--- src/rtl/usb_utm_rx_deser_if.sv ---
// Bit-level input bus from the NRZI decoder / unstuffer and the UTMI receive
// outputs toward the SIE, bundled for the FS RX deserializer.
interface usb_utm_rx_deser_if;
    logic       bit_strobe;
    logic       bit_data;
    logic       bit_stuffed;
    logic       stuff_err;
    logic       line_se0;
    logic       line_j;
    logic [7:0] rx_data;
    logic       rx_valid;
    logic       rx_active;
    logic       rx_error;

    // Upstream side: supplies decoded bits, observes the UTMI receive outputs.
    modport master (
        output bit_strobe, bit_data, bit_stuffed, stuff_err, line_se0, line_j,
        input  rx_data, rx_valid, rx_active, rx_error
    );

    // Deserializer side.
    modport slave (
        input  bit_strobe, bit_data, bit_stuffed, stuff_err, line_se0, line_j,
        output rx_data, rx_valid, rx_active, rx_error
    );
endinterface

--- src/rtl/usb_utm_rx_deser.sv ---
// FS UTM receive deserializer: SYNC detection, LSB-first byte assembly,
// EOP detection and bit-stuff error reporting toward the SIE.
module usb_utm_rx_deser #(
    parameter int unsigned SYNC_MIN_ZEROS = 4,
    parameter int unsigned EOP_TIMEOUT    = 8,
    parameter int unsigned ERR_IDLE_BITS  = 8
) (
    input logic               clk,
    input logic               rst,
    usb_utm_rx_deser_if.slave bus
);

    typedef enum logic [2:0] {
        S_IDLE,
        S_SYNC,
        S_DATA,
        S_EOP_WAIT,
        S_ERR_WAIT
    } state_t;

    state_t     state_q, state_d;
    logic [2:0] zero_cnt_q, zero_cnt_d;
    logic [2:0] bit_cnt_q, bit_cnt_d;
    logic [3:0] eop_cnt_q, eop_cnt_d;
    logic [3:0] j_run_q, j_run_d;
    logic       prev_se0_q, prev_se0_d;
    logic [7:0] shreg_q, shreg_d;
    logic [7:0] rx_data_q, rx_data_d;
    logic       rx_valid_q, rx_valid_d;
    logic       rx_active_q, rx_active_d;
    logic       rx_error_q, rx_error_d;

    always_ff @(posedge clk) begin
        // NOTE: sequential state uses non-blocking assignments so every register
        // samples the pre-edge values computed by the combinational process.
        if (rst) begin
            state_q     <= S_IDLE;
            zero_cnt_q  <= '0;
            bit_cnt_q   <= '0;
            eop_cnt_q   <= '0;
            j_run_q     <= '0;
            prev_se0_q  <= 1'b0;
            shreg_q     <= '0;
            rx_data_q   <= '0;
            rx_valid_q  <= 1'b0;
            rx_active_q <= 1'b0;
            rx_error_q  <= 1'b0;
        end else begin
            state_q     <= state_d;
            zero_cnt_q  <= zero_cnt_d;
            bit_cnt_q   <= bit_cnt_d;
            eop_cnt_q   <= eop_cnt_d;
            j_run_q     <= j_run_d;
            prev_se0_q  <= prev_se0_d;
            shreg_q     <= shreg_d;
            rx_data_q   <= rx_data_d;
            rx_valid_q  <= rx_valid_d;
            rx_active_q <= rx_active_d;
            rx_error_q  <= rx_error_d;
        end
    end

    always_comb begin
        // NOTE: every output of this process is defaulted first, so no path
        // through the case statement can leave a variable unassigned (no latches).
        state_d    = state_q;
        zero_cnt_d = zero_cnt_q;
        bit_cnt_d  = bit_cnt_q;
        eop_cnt_d  = eop_cnt_q;
        j_run_d    = j_run_q;
        prev_se0_d = prev_se0_q;
        shreg_d    = shreg_q;
        rx_data_d  = rx_data_q;
        rx_valid_d = 1'b0;
        rx_error_d = 1'b0;

        if (bus.bit_strobe) begin
            unique case (state_q)
                S_IDLE: begin
                    if (!bus.line_se0 && !bus.bit_data) begin
                        state_d    = S_SYNC;
                        zero_cnt_d = 3'd1;
                    end
                end

                S_SYNC: begin
                    if (bus.line_se0) begin
                        state_d = S_IDLE;
                    end else if (bus.bit_stuffed) begin
                        state_d = S_SYNC;
                    end else if (!bus.bit_data) begin
                        if (zero_cnt_q != 3'd7) zero_cnt_d = zero_cnt_q + 3'd1;
                    end else if (zero_cnt_q >= 3'(SYNC_MIN_ZEROS)) begin
                        state_d   = S_DATA;
                        bit_cnt_d = 3'd0;
                    end else begin
                        state_d = S_IDLE;
                    end
                end

                S_DATA: begin
                    if (bus.line_se0) begin
                        // Any partially assembled byte at EOP is a framing error.
                        state_d    = S_EOP_WAIT;
                        eop_cnt_d  = 4'd1;
                        rx_error_d = (bit_cnt_q != 3'd0);
                        bit_cnt_d  = 3'd0;
                    end else if (bus.stuff_err) begin
                        state_d    = S_ERR_WAIT;
                        rx_error_d = 1'b1;
                        bit_cnt_d  = 3'd0;
                        j_run_d    = 4'd0;
                        prev_se0_d = 1'b0;
                    end else if (!bus.bit_stuffed) begin
                        shreg_d   = {bus.bit_data, shreg_q[7:1]};
                        bit_cnt_d = bit_cnt_q + 3'd1;
                        if (bit_cnt_q == 3'd7) begin
                            rx_data_d  = shreg_d;
                            rx_valid_d = 1'b1;
                        end
                    end
                end

                S_EOP_WAIT: begin
                    if (bus.line_se0) begin
                        if ({1'b0, eop_cnt_q} + 5'd1 >= 5'(EOP_TIMEOUT)) begin
                            state_d    = S_IDLE;
                            rx_error_d = 1'b1;
                            eop_cnt_d  = 4'd0;
                        end else begin
                            eop_cnt_d = eop_cnt_q + 4'd1;
                        end
                    end else if (bus.line_j) begin
                        state_d   = S_IDLE;
                        eop_cnt_d = 4'd0;
                    end else begin
                        state_d    = S_ERR_WAIT;
                        rx_error_d = 1'b1;
                        eop_cnt_d  = 4'd0;
                        j_run_d    = 4'd0;
                        prev_se0_d = 1'b0;
                    end
                end

                S_ERR_WAIT: begin
                    // Leave on an SE0->J edge or on a long enough run of idle J.
                    if (bus.line_se0) begin
                        prev_se0_d = 1'b1;
                        j_run_d    = 4'd0;
                    end else if (bus.line_j) begin
                        prev_se0_d = 1'b0;
                        if (prev_se0_q ||
                            ({1'b0, j_run_q} + 5'd1 >= 5'(ERR_IDLE_BITS))) begin
                            state_d = S_IDLE;
                            j_run_d = 4'd0;
                        end else begin
                            j_run_d = j_run_q + 4'd1;
                        end
                    end else begin
                        prev_se0_d = 1'b0;
                        j_run_d    = 4'd0;
                    end
                end

                default: state_d = S_IDLE;
            endcase
        end

        rx_active_d = (state_d == S_DATA) || (state_d == S_EOP_WAIT) ||
                      (state_d == S_ERR_WAIT);
    end

    assign bus.rx_data   = rx_data_q;
    assign bus.rx_valid  = rx_valid_q;
    assign bus.rx_active = rx_active_q;
    assign bus.rx_error  = rx_error_q;

endmodule

--- src/flat_wrapper.sv ---
// flat-port wrapper written by rule: the top's interface ports become plain ports
module usb_utm_rx_deser_flat 
#(
    parameter int unsigned SYNC_MIN_ZEROS = 4,
    parameter int unsigned EOP_TIMEOUT    = 8,
    parameter int unsigned ERR_IDLE_BITS  = 8
)
  (clk, rst, bus_bit_strobe, bus_bit_data, bus_bit_stuffed, bus_stuff_err, bus_line_se0, bus_line_j, bus_rx_data, bus_rx_valid, bus_rx_active, bus_rx_error);
  usb_utm_rx_deser_if bus_i ();
  input logic clk;
  input logic rst;
  input wire logic [$bits(bus_i.bit_strobe)-1:0] bus_bit_strobe;
  input wire logic [$bits(bus_i.bit_data)-1:0] bus_bit_data;
  input wire logic [$bits(bus_i.bit_stuffed)-1:0] bus_bit_stuffed;
  input wire logic [$bits(bus_i.stuff_err)-1:0] bus_stuff_err;
  input wire logic [$bits(bus_i.line_se0)-1:0] bus_line_se0;
  input wire logic [$bits(bus_i.line_j)-1:0] bus_line_j;
  output wire logic [$bits(bus_i.rx_data)-1:0] bus_rx_data;
  output wire logic [$bits(bus_i.rx_valid)-1:0] bus_rx_valid;
  output wire logic [$bits(bus_i.rx_active)-1:0] bus_rx_active;
  output wire logic [$bits(bus_i.rx_error)-1:0] bus_rx_error;
  assign bus_i.bit_strobe = bus_bit_strobe;
  assign bus_i.bit_data = bus_bit_data;
  assign bus_i.bit_stuffed = bus_bit_stuffed;
  assign bus_i.stuff_err = bus_stuff_err;
  assign bus_i.line_se0 = bus_line_se0;
  assign bus_i.line_j = bus_line_j;
  assign bus_rx_data = bus_i.rx_data;
  assign bus_rx_valid = bus_i.rx_valid;
  assign bus_rx_active = bus_i.rx_active;
  assign bus_rx_error = bus_i.rx_error;
  usb_utm_rx_deser #(.SYNC_MIN_ZEROS(SYNC_MIN_ZEROS), .EOP_TIMEOUT(EOP_TIMEOUT), .ERR_IDLE_BITS(ERR_IDLE_BITS)) u_core (.clk(clk), .rst(rst), .bus(bus_i));
endmodule
--- config.mk ---
export PLATFORM = sky130hd
export DESIGN_NAME = usb_utm_rx_deser_flat
export DESIGN_NICKNAME = d
export VERILOG_FILES = /design/src/rtl/usb_utm_rx_deser_if.sv /design/src/rtl/usb_utm_rx_deser.sv /design/src/flat_wrapper.sv
export SDC_FILE = /design/constraint.sdc
export NUM_CORES = 1
export LEC_CHECK = 0
export BUFFER_PORTS_ARGS = -buffer_cell sky130_fd_sc_hd__buf_4
export CORE_ASPECT_RATIO = 0.9
export CORE_MARGIN = 5
export CORE_UTILIZATION = 60
export CTS_CLUSTER_SIZE = 8
export DETAILED_ROUTE_END_ITERATION = 7
export PLACE_DENSITY = 0.82
export REMOVE_ABC_BUFFERS = 1
export SLEW_MARGIN = 15
export SYNTH_ARGS = -nofsm -noshare
export SYNTH_HDL_FRONTEND = slang
export SYNTH_SLANG_ARGS = --single-unit
--- constraint.sdc ---
create_clock -name clk -period 3.6 [get_ports clk]
set_clock_uncertainty 0.2 [all_clocks]
set_input_delay 0.36 -clock clk [delete_from_list [all_inputs] [get_ports clk]]
set_output_delay 0.36 -clock clk [all_outputs]
set_load 0.005 [all_outputs]
[Yosys cells after proc, flatten, opt, wreduce, memory -nomap -nowiden]
Index checks and enable logic that the tools add are counted.
Operators by class
  add/subtract/negate cells: 6
  equality and inequality tests: 22
  order comparisons: 3
  bitwise logic cells: 5
  reduce and logical (&&, ||, !) cells: 20
  multiplexer cells: 54
Operators by type and width (number)
  3-bit 2-to-1 mux: 25
  4-bit 2-to-1 mux: 10
  2-bit inequality test (second input constant): 9
  3-bit one-hot mux with 5 select lines: 1
  7-bit AND reduction: 2
  3-bit by 2-bit == test with 1-bit output (second input constant): 4
  3-bit one-hot mux with 2 select lines: 2
  4-bit one-hot mux with 3 select lines: 1
  6-bit AND reduction: 2
  1-bit 2-to-1 mux: 11
  4-bit by 1-bit adder with 5-bit output (second input constant): 2
  5-bit by 4-bit >= comparator with 1-bit output (second input constant): 2
  3-bit == test (second input constant): 3
  4-bit by 1-bit adder with 4-bit output (second input constant): 2
  4-bit one-hot mux with 2 select lines: 1
  3-bit by 1-bit adder with 3-bit output (second input constant): 2
  2-bit by 1-bit inequality test with 1-bit output (second input constant): 3
  2-bit nonzero test: 3
  3-bit nonzero test: 2
  6-bit OR reduction: 1
  1-bit NOT: 5
  5-bit AND reduction: 1
  4-bit inequality test (second input constant): 1
  3-bit by 1-bit == test with 1-bit output (second input constant): 1
  11 further kinds: 14
Word-level totals
  register bits after elaboration: 37

[Longest topological paths before layout]
Gate-level depths: netlist (run 1).
  depth after elaboration: 11
  depth in mapped cells: 7

[Least setup slack after synthesis (run 1)]
No wires, ideal clock.
  path kind: flip-flop to flip-flop
  start: reg u_core.state_q[2]
  end: reg u_core.bit_cnt_q[1]
  cell stages (with the launch flop): 7
  library setup time: 0.065 ns
  period minus slack after synthesis: 2.032 ns
  arrival time: 1.767 ns
  path slack: 1.568 ns
  cells stage by stage: dfxtp_1 buf_4 nor3b_1 a21oi_1 o221ai_2 mux2_2 nor2_1
Between the ends
  word-level cells in the longest chain between the ends: 3
  elaborated cells on any way between the ends: 10
RTL lines
  start: declaration: RTL line usb_utm_rx_deser.sv:21  | state_t state_q, state_d;
  start signal: assignment: RTL line usb_utm_rx_deser.sv:49  | state_q <= state_d;
  3-bit by 2-bit == test with 1-bit output / 3-bit by 1-bit == test with 1-bit output (equally long branches): RTL line usb_utm_rx_deser.sv:78  | unique case (state_q)
  4-bit inequality test (no line), or another cell as far along
  7-bit AND reduction (no line)
  end signal: assignment: RTL line usb_utm_rx_deser.sv:51  | bit_cnt_q <= bit_cnt_d;
  end: declaration: RTL line usb_utm_rx_deser.sv:23  | logic [2:0] bit_cnt_q, bit_cnt_d;
Parallel ways exist; a longest one is shown, timed or not.
A chain may end at the register's enable or synchronous reset.

[Worst setup path in the final report (run 1)]
  start: reg u_core.state_q[0]
  end: reg u_core.bit_cnt_q[1]
The elaborated chain is that of the path after synthesis.

==> results of run 1 <==
==> power breakdown <==
group / internal [mW] / total, mW / switching, mW
clock: 0.0719 / 0.201 / 0.129
combinational: 0.0267 / 0.0662 / 0.0395
sequential: 0.403 / 0.413 / 0.0100
==> worst max-delay path: cells and delay by family (launching register included) <==
family,cells,cell delay [ns]
AND/OR/NAND/NOR,2,0.79
flip-flops,1,0.76
AO/OA/AOI/OAI,2,0.50
multiplexers,1,0.38
==> state kept, by name, summed over array words and instances (netlist names) <==
| signal | flops |
|---|---|
| u_core.bus.rx_error | 1 |
| u_core.zero_cnt_q | 3 |
| u_core.bus.rx_active | 1 |
| u_core.j_run_q | 4 |
| u_core.shreg_q | 7 |
| u_core.bus.rx_valid | 1 |
| u_core.prev_se0_q | 1 |
| u_core.bit_cnt_q | 3 |
| u_core.eop_cnt_q | 4 |
| u_core.bus.rx_data | 8 |
| u_core.state_q | 3 |
==> how the worst max path moves through the flow <==
stage / start / end / cells after the start
global route: u_core.state_q[0]$_SDFF_PP0_ / u_core.bit_cnt_q[1]$_SDFFE_PP0P_ / 5
global placement: u_core.state_q[0]$_SDFF_PP0_ / u_core.bit_cnt_q[1]$_SDFFE_PP0P_ / 5
finish: u_core.state_q[0]$_SDFF_PP0_ / u_core.bit_cnt_q[1]$_SDFFE_PP0P_ / 5
CTS: u_core.state_q[0]$_SDFF_PP0_ / u_core.bit_cnt_q[1]$_SDFFE_PP0P_ / 5
floorplan: u_core.state_q[1]$_SDFF_PP0_ / u_core.bus.rx_data[0]$_SDFFE_PP0P_ / 5
detailed placement: u_core.state_q[0]$_SDFF_PP0_ / u_core.bit_cnt_q[1]$_SDFFE_PP0P_ / 5
==> layer usage <==
layer,global-route usage,vias up
met5,0,-
met4,0.0918,0
met3,0.0505,8
met2,0.294,40
met1,0.227,710
li1,-,778
==> cell usage in the layout, fill, tap and decap left out, types with 2 or more instances in the layout <==
cell	instances
and3b_1	2
mux2i_1	10
clkbuf_4	5
nor4b_2	2
dfxtp_1	36
buf_4	19
nand2b_1	4
nand3_1	10
inv_1	5
mux2_2	2
nand4b_1	3
nor2_1	26
or4_1	2
nor2b_1	4
a211oi_1	3
nand4_1	3
o221ai_1	2
o21ai_0	4
nor3_1	3
nand2_1	19
and4b_1	3
nor3b_1	2
ha_1	9
a21oi_1	20
==> cell families (layout without fill, tap and decap cells) <==
family / count (synthesis) / in the layout / share of synthesized area
compound gates: 45 / 45 / 0.166
buf+inv: 18 / 31 / 0.0449
simple gates: 88 / 88 / 0.262
mux: 12 / 12 / 0.0677
flops: 36 / 36 / 0.398
fa+ha+maj: 9 / 9 / 0.0622
==> cell type report <==
type                    count  share of cell area
clock buffers               6              0.0207
clock inverters             1             0.00251
inverters                   5             0.00940
multi-input cells         154               0.509
flip-flops and latches     36               0.361
well taps                  42              0.0263
repair buffers             19              0.0714
==> impl_metrics.py, run 1 <==
metrics = {
    "outcome": {
        "status": "complete, no violations",
    },
    "cts": {
        "cts_tree": "done",
        "cts_resized": 0,
        "htree_levels": 2,
        "clk_pin_slew_ns": 0.11,
        "root_buffer": "clkbuf_4",
        "clk_latency_ns": 0.35,
        "cts_buffers": 5,
        "cts_sinks": 36,
        "cts_setup_buffers": 0,
        "ctsLongestPathBuffers": 2,
        "holdBufCountCts": 0,
    },
    "layout": {
        "n_fill_cell": 262,
        "ff_latch_area_um2": 721,
        "diodes": 0,
        "fin_area_mm2": 0.00200,
        "area_delta_synth_final_pct": 10.2,
        "fin_cells": 263,
        "multi_input_area_mm2": 0.00102,
        "layout-drive-gt1-share": 0.140,
        "nets": 238,
        "fin_util": 0.672,
    },
    "placed_design": {
        "dp.cells": 256,
        "gp_congestion": 0.886,
        "post_dp_cell_area_mm2": 0.00195,
        "io_buffers": 18,
        "post-place-ws_ns": 0.940,
        "dp_hpwl_mm": 2.66,
    },
    "power_and_ir_drop": {
        "leakage_nw": 0.778,
        "totalPowerFinal_mw": 0.680,
        "ir_drop_v": 0.000202,
        "p_per_area_mw_per_mm2": 341,
    },
    "setup_path": {
        "path_class": "reg -> reg",
        "critPathSlowestCell": "dfxtp_1",
        "r2r_end": "u_core.bit_cnt_q[1]$_SDFFE_PP0P_",
        "path_cells": "nor3b_1 -> a21oi_1 -> o221ai_2 -> mux2_2 -> nor2_1",
        "cp_max_fo": 22,
        "worstRegToRegCells": 5,
        "crit_required_ns": 3.69,
        "reg2reg_setup_slack_ns": 0.90,
        "slowest_delay_ns": 0.76,
        "r2r-start": "u_core.state_q[0]$_SDFF_PP0_",
        "start_kind": "register",
        "arrival_ns": 2.78,
        "critPathCaptureType": "register",
    },
    "die": {
        "start_util": 0.610,
        "ios": 19,
        "dieHeight_um": 62.1,
        "die-area_mm2": 0.00422,
        "core-area_mm2": 0.00297,
        "rows": 19,
        "dieWidth_um": 67.9,
    },
    "drt": {
        "routed_wl_mm": 3.67,
        "wl_met1_mm": 1.69,
        "drtPass1Iterations": 4,
        "dr_total_vias": 1536,
        "drtAntennaViolNets": 0,
        "wl_met3_um": 144,
        "top_layer": "met4",
        "drc": 0,
        "dr_wl_met2_mm": 1.76,
        "avgViaCountPerCell": 5.84,
        "avgRoutedWirePerCell_um": 13.9,
        "first_iter_violations": 71,
    },
    "sta": {
        "setup_viol": 0,
        "hold_ws_ns": 0.0964,
        "fin_ws_ns": 0.904,
        "slew_headroom": 0.486,
        "finalCritPeriodShare": 0.749,
        "fin_setup_tns_ns": 0,
        "final.min_clock_period_ns": 2.70,
        "worst_pin_slew_ns": 0.769,
        "maxSlewViolCount": 0,
        "hold_violations": 0,
        "rsz0062_at_grt": "false",
        "fmax_mhz": 371,
    },
    "hold_path": {
        "hp-start": "bus_bit_data",
        "hold_path_end": "u_core.shreg_q[7]$_SDFFE_PP0P_",
        "whs_path_depth": 3,
        "hold_path.class": "in -> reg",
    },
    "logic_synthesis": {
        "synth_area_leaders": "dfxtp_1 (40%), ha_1 (6.2%), a21oi_1 (5.5%)",
        "ys_warn_count": 0,
        "syn-cell-area_mm2": 0.00181,
        "synth_edf_count": 0,
        "synth_common_cells": "dfxtp_1 (36), nor2_1 (26), a21oi_1 (20)",
        "ys_seq_elements": 36,
        "async_flop_share": 0,
        "netlist.top_cell.by_area": "dfxtp_1",
        "synth.avg_cell_area_um2": 8.71,
        "ys_seq_area_frac": 0.398,
        "synth_top_area_share": 0.398,
        "synth_ff_type": "dfxtp_1",
        "synth_cell_types": 48,
        "syn_inst": 208,
        "synth.most_common_cell": "dfxtp_1",
    },
    "global_route": {
        "grt_pass1_vias": 1425,
        "grt_antenna_before_repair": 0,
        "overflow": 0,
        "grt_max_degree": 37,
        "grt_pass1_wl_mm": 6.14,
        "track_usage": 0.186,
    },
    "job": {
        "cap_violations": 0,
    },
}
No activity file was read; power rests on OpenSTA's default activity.
==> inputs of run 2 (changes only) <==
--- a/config.mk
+++ b/config.mk
@@ -8,10 +8,10 @@
 export BUFFER_PORTS_ARGS = -buffer_cell sky130_fd_sc_hd__buf_4
 export CORE_ASPECT_RATIO = 0.9
 export CORE_MARGIN = 5
-export CORE_UTILIZATION = 60
+export CORE_UTILIZATION = 57
 export CTS_CLUSTER_SIZE = 8
 export DETAILED_ROUTE_END_ITERATION = 7
-export PLACE_DENSITY = 0.82
+export PLACE_DENSITY = 0.79
 export REMOVE_ABC_BUFFERS = 1
 export SLEW_MARGIN = 15
 export SYNTH_ARGS = -nofsm -noshare
==> constraint.sdc (replaced) <==
create_clock -name clk -period 2.6 [get_ports clk]
set_clock_uncertainty 0.2 [all_clocks]
set_input_delay 0.26 -clock clk [delete_from_list [all_inputs] [get_ports clk]]
set_output_delay 0.26 -clock clk [all_outputs]
set_load 0.005 [all_outputs]
==> run 2 against run 1 <==
Non-clock buffer count rose by 2. Clock power up 60%. Sequential power up 38%. Power increased by 45%. Cell area up 2.1%. Cell count up 1.1%. Utilization shrank 0.70 points. Worst hold slack worse by 0.033 ns. Wire length is 6.2% higher. Via count up 3.3%. Critical path type unchanged.
==> impl_metrics.py, run 2 (synthesis results as in run 1) <==
metrics = {
    "placed_design": {
        "io_buffers": 18,
        "gp_congestion": 0.845,
        "dp_hpwl_mm": 2.73,
        "post_dp_cell_area_mm2": 0.00197,
    },
    "cts": {
        "cts_buffers": 5,
        "htree_levels": 2,
        "cts_setup_buffers": 0,
        "clk_latency_ns": 0.35,
        "root_buffer": "clkbuf_4",
        "ctsLongestPathBuffers": 2,
        "cts_sinks": 36,
        "cts_tree": "done",
        "clk_pin_slew_ns": 0.12,
    },
    "sta": {
        "finalCritPeriodShare": 0.894,
        "fmax_mhz": 430,
        "slew_headroom": 0.551,
        "hold_violations": 0,
        "maxSlewViolCount": 0,
        "rsz0062_at_grt": "false",
        "hold_ws_ns": 0.0636,
        "worst_pin_slew_ns": 0.673,
        "setup_viol": 0,
        "final.min_clock_period_ns": 2.32,
    },
    "power_and_ir_drop": {
        "switching_share": 0.260,
        "p_per_area_mw_per_mm2": 484,
        "ir_drop_v": 0.000313,
        "leakage_nw": 0.795,
        "internal_power_mw": 0.731,
        "combinationalPowerShare": 0.096,
        "p_seq_frac": 0.579,
        "p_sw_mw": 0.257,
        "pwr-share-clk": 0.325,
    },
    "setup_path": {
        "critPathCaptureType": "register",
        "cp_max_fo": 22,
        "start_kind": "register",
        "arrival_ns": 2.41,
        "path_class": "reg -> reg",
        "crit_required_ns": 2.68,
    },
    "layout": {
        "final_common_cell": "dfxtp_1",
        "area_delta_synth_final_pct": 12.6,
        "nets": 240,
        "layout-drive-gt1-share": 0.143,
        "largest_reg_flops": 8,
        "fin_area_mm2": 0.00204,
        "diodes": 0,
        "layout_common_cells": "dfxtp_1 (36), nor2_1 (26), a21oi_1 (20)",
    },
    "drt": {
        "dr_total_vias": 1587,
        "drtAntennaViolNets": 0,
        "drc": 0,
        "routed_wl_mm": 3.89,
        "avgViaCountPerCell": 5.97,
        "drtPass1Iterations": 4,
        "first_iter_violations": 105,
        "avgRoutedWirePerCell_um": 14.6,
    },
    "hold_path": {
        "hold_path.class": "in -> reg",
    },
    "die": {
        "rows": 19,
        "die-area_mm2": 0.00441,
        "ios": 19,
        "dieHeight_um": 63.5,
        "start_util": 0.591,
        "dieWidth_um": 69.4,
        "core-area_mm2": 0.00307,
    },
    "global_route": {
        "grt_antenna_before_repair": 0,
        "overflow": 0,
        "track_usage": 0.193,
        "grt_pass1_vias": 1581,
        "grt_max_degree": 37,
        "grt_pass1_wl_mm": 6.99,
    },
    "job": {
        "cap_violations": 0,
    },
    "outcome": {
        "status": "complete, no violations",
    },
}
run 2: changes by cell type in the layout (fill, tap and decap cells not counted), sizes merged:
cell | previous run | this run
clkinv | 1 | 0
clkbuf | 6 | 8
dlygate4sd3 | 0 | 1
buf | 19 | 20
run 2: final timing paths:
kind                                     start                                end  slack [ns]  cells after the start
max               u_core.state_q[0]$_SDFF_PP0_   u_core.bit_cnt_q[1]$_SDFFE_PP0P_        0.28                      6
min                               bus_line_se0     u_core.prev_se0_q$_SDFFE_PP0P_        0.06                      3
max reg2reg       u_core.state_q[0]$_SDFF_PP0_   u_core.bit_cnt_q[1]$_SDFFE_PP0P_        0.28                      6
min reg2reg  u_core.zero_cnt_q[1]$_SDFFE_PP0P_  u_core.zero_cnt_q[1]$_SDFFE_PP0P_        0.26                      2
run 2: power groups by stage:
stage / clock network (mW) / registers (mW) / logic (mW)
2_1_floorplan: 0 / 0.581 / 0.0522
3_3_place_gp: 0 / 0.583 / 0.0900
3_5_place_dp: 0 / 0.584 / 0.0922
4_1_cts: 0.330 / 0.571 / 0.0943
5_1_grt: 0.364 / 0.574 / 0.106
6_report: 0.321 / 0.572 / 0.0946
run 2: through the flow:
step | setup TNS [ns] | utilization | setup slack, ns | std cells | power (mW)
after detailed placement | 0 | 0.643 | 0.315 | 257 | 0.676
after floorplan | -16.71 | - | -1.19 | 195 | 0.633
final | 0 | 0.665 | 0.277 | 266 | 0.988
after CTS | 0 | 0.665 | 0.283 | 266 | 0.996
after global placement | 0 | 0.643 | 0.418 | 257 | 0.673
after global routing | 0 | 0.665 | 0.0845 | 266 | 1.04
run 2: area by class of cell:
type / count / area, µm²
sequential: 36 / 721
multi-input combinational: 154 / 1020
inverter: 5 / 18.8
tap: 42 / 52.6
fill: 264 / 1030
clock buffer: 8 / 58.8
timing repair buffer: 21 / 173
run 2: layer usage:
metal / vias to the layer above / GRT usage / wire length (µm)
met3: 10 / 0.0461 / 183
met5: - / 0 / 0
met2: 46 / 0.311 / 1900
li1: 787 / - / -
met1: 744 / 0.239 / 1730
met4: 0 / 0.102 / 75
run 2: repair_timing:
| item | 4_1_cts | 5_1_grt |
|---|---|---|
| gates resized for setup | 0 | 0 |
| hold endpoints to repair | 1 | 0 |
| hold buffers | 1 | 0 |
run 2: worst max-delay path, stage by stage (launching register included):
cell      delay [ns]
dfxtp_1         0.77
nor3b_1         0.28
buf_4           0.18
a21oi_1         0.09
o221ai_2        0.28
mux2_2          0.37
nor2_1          0.09
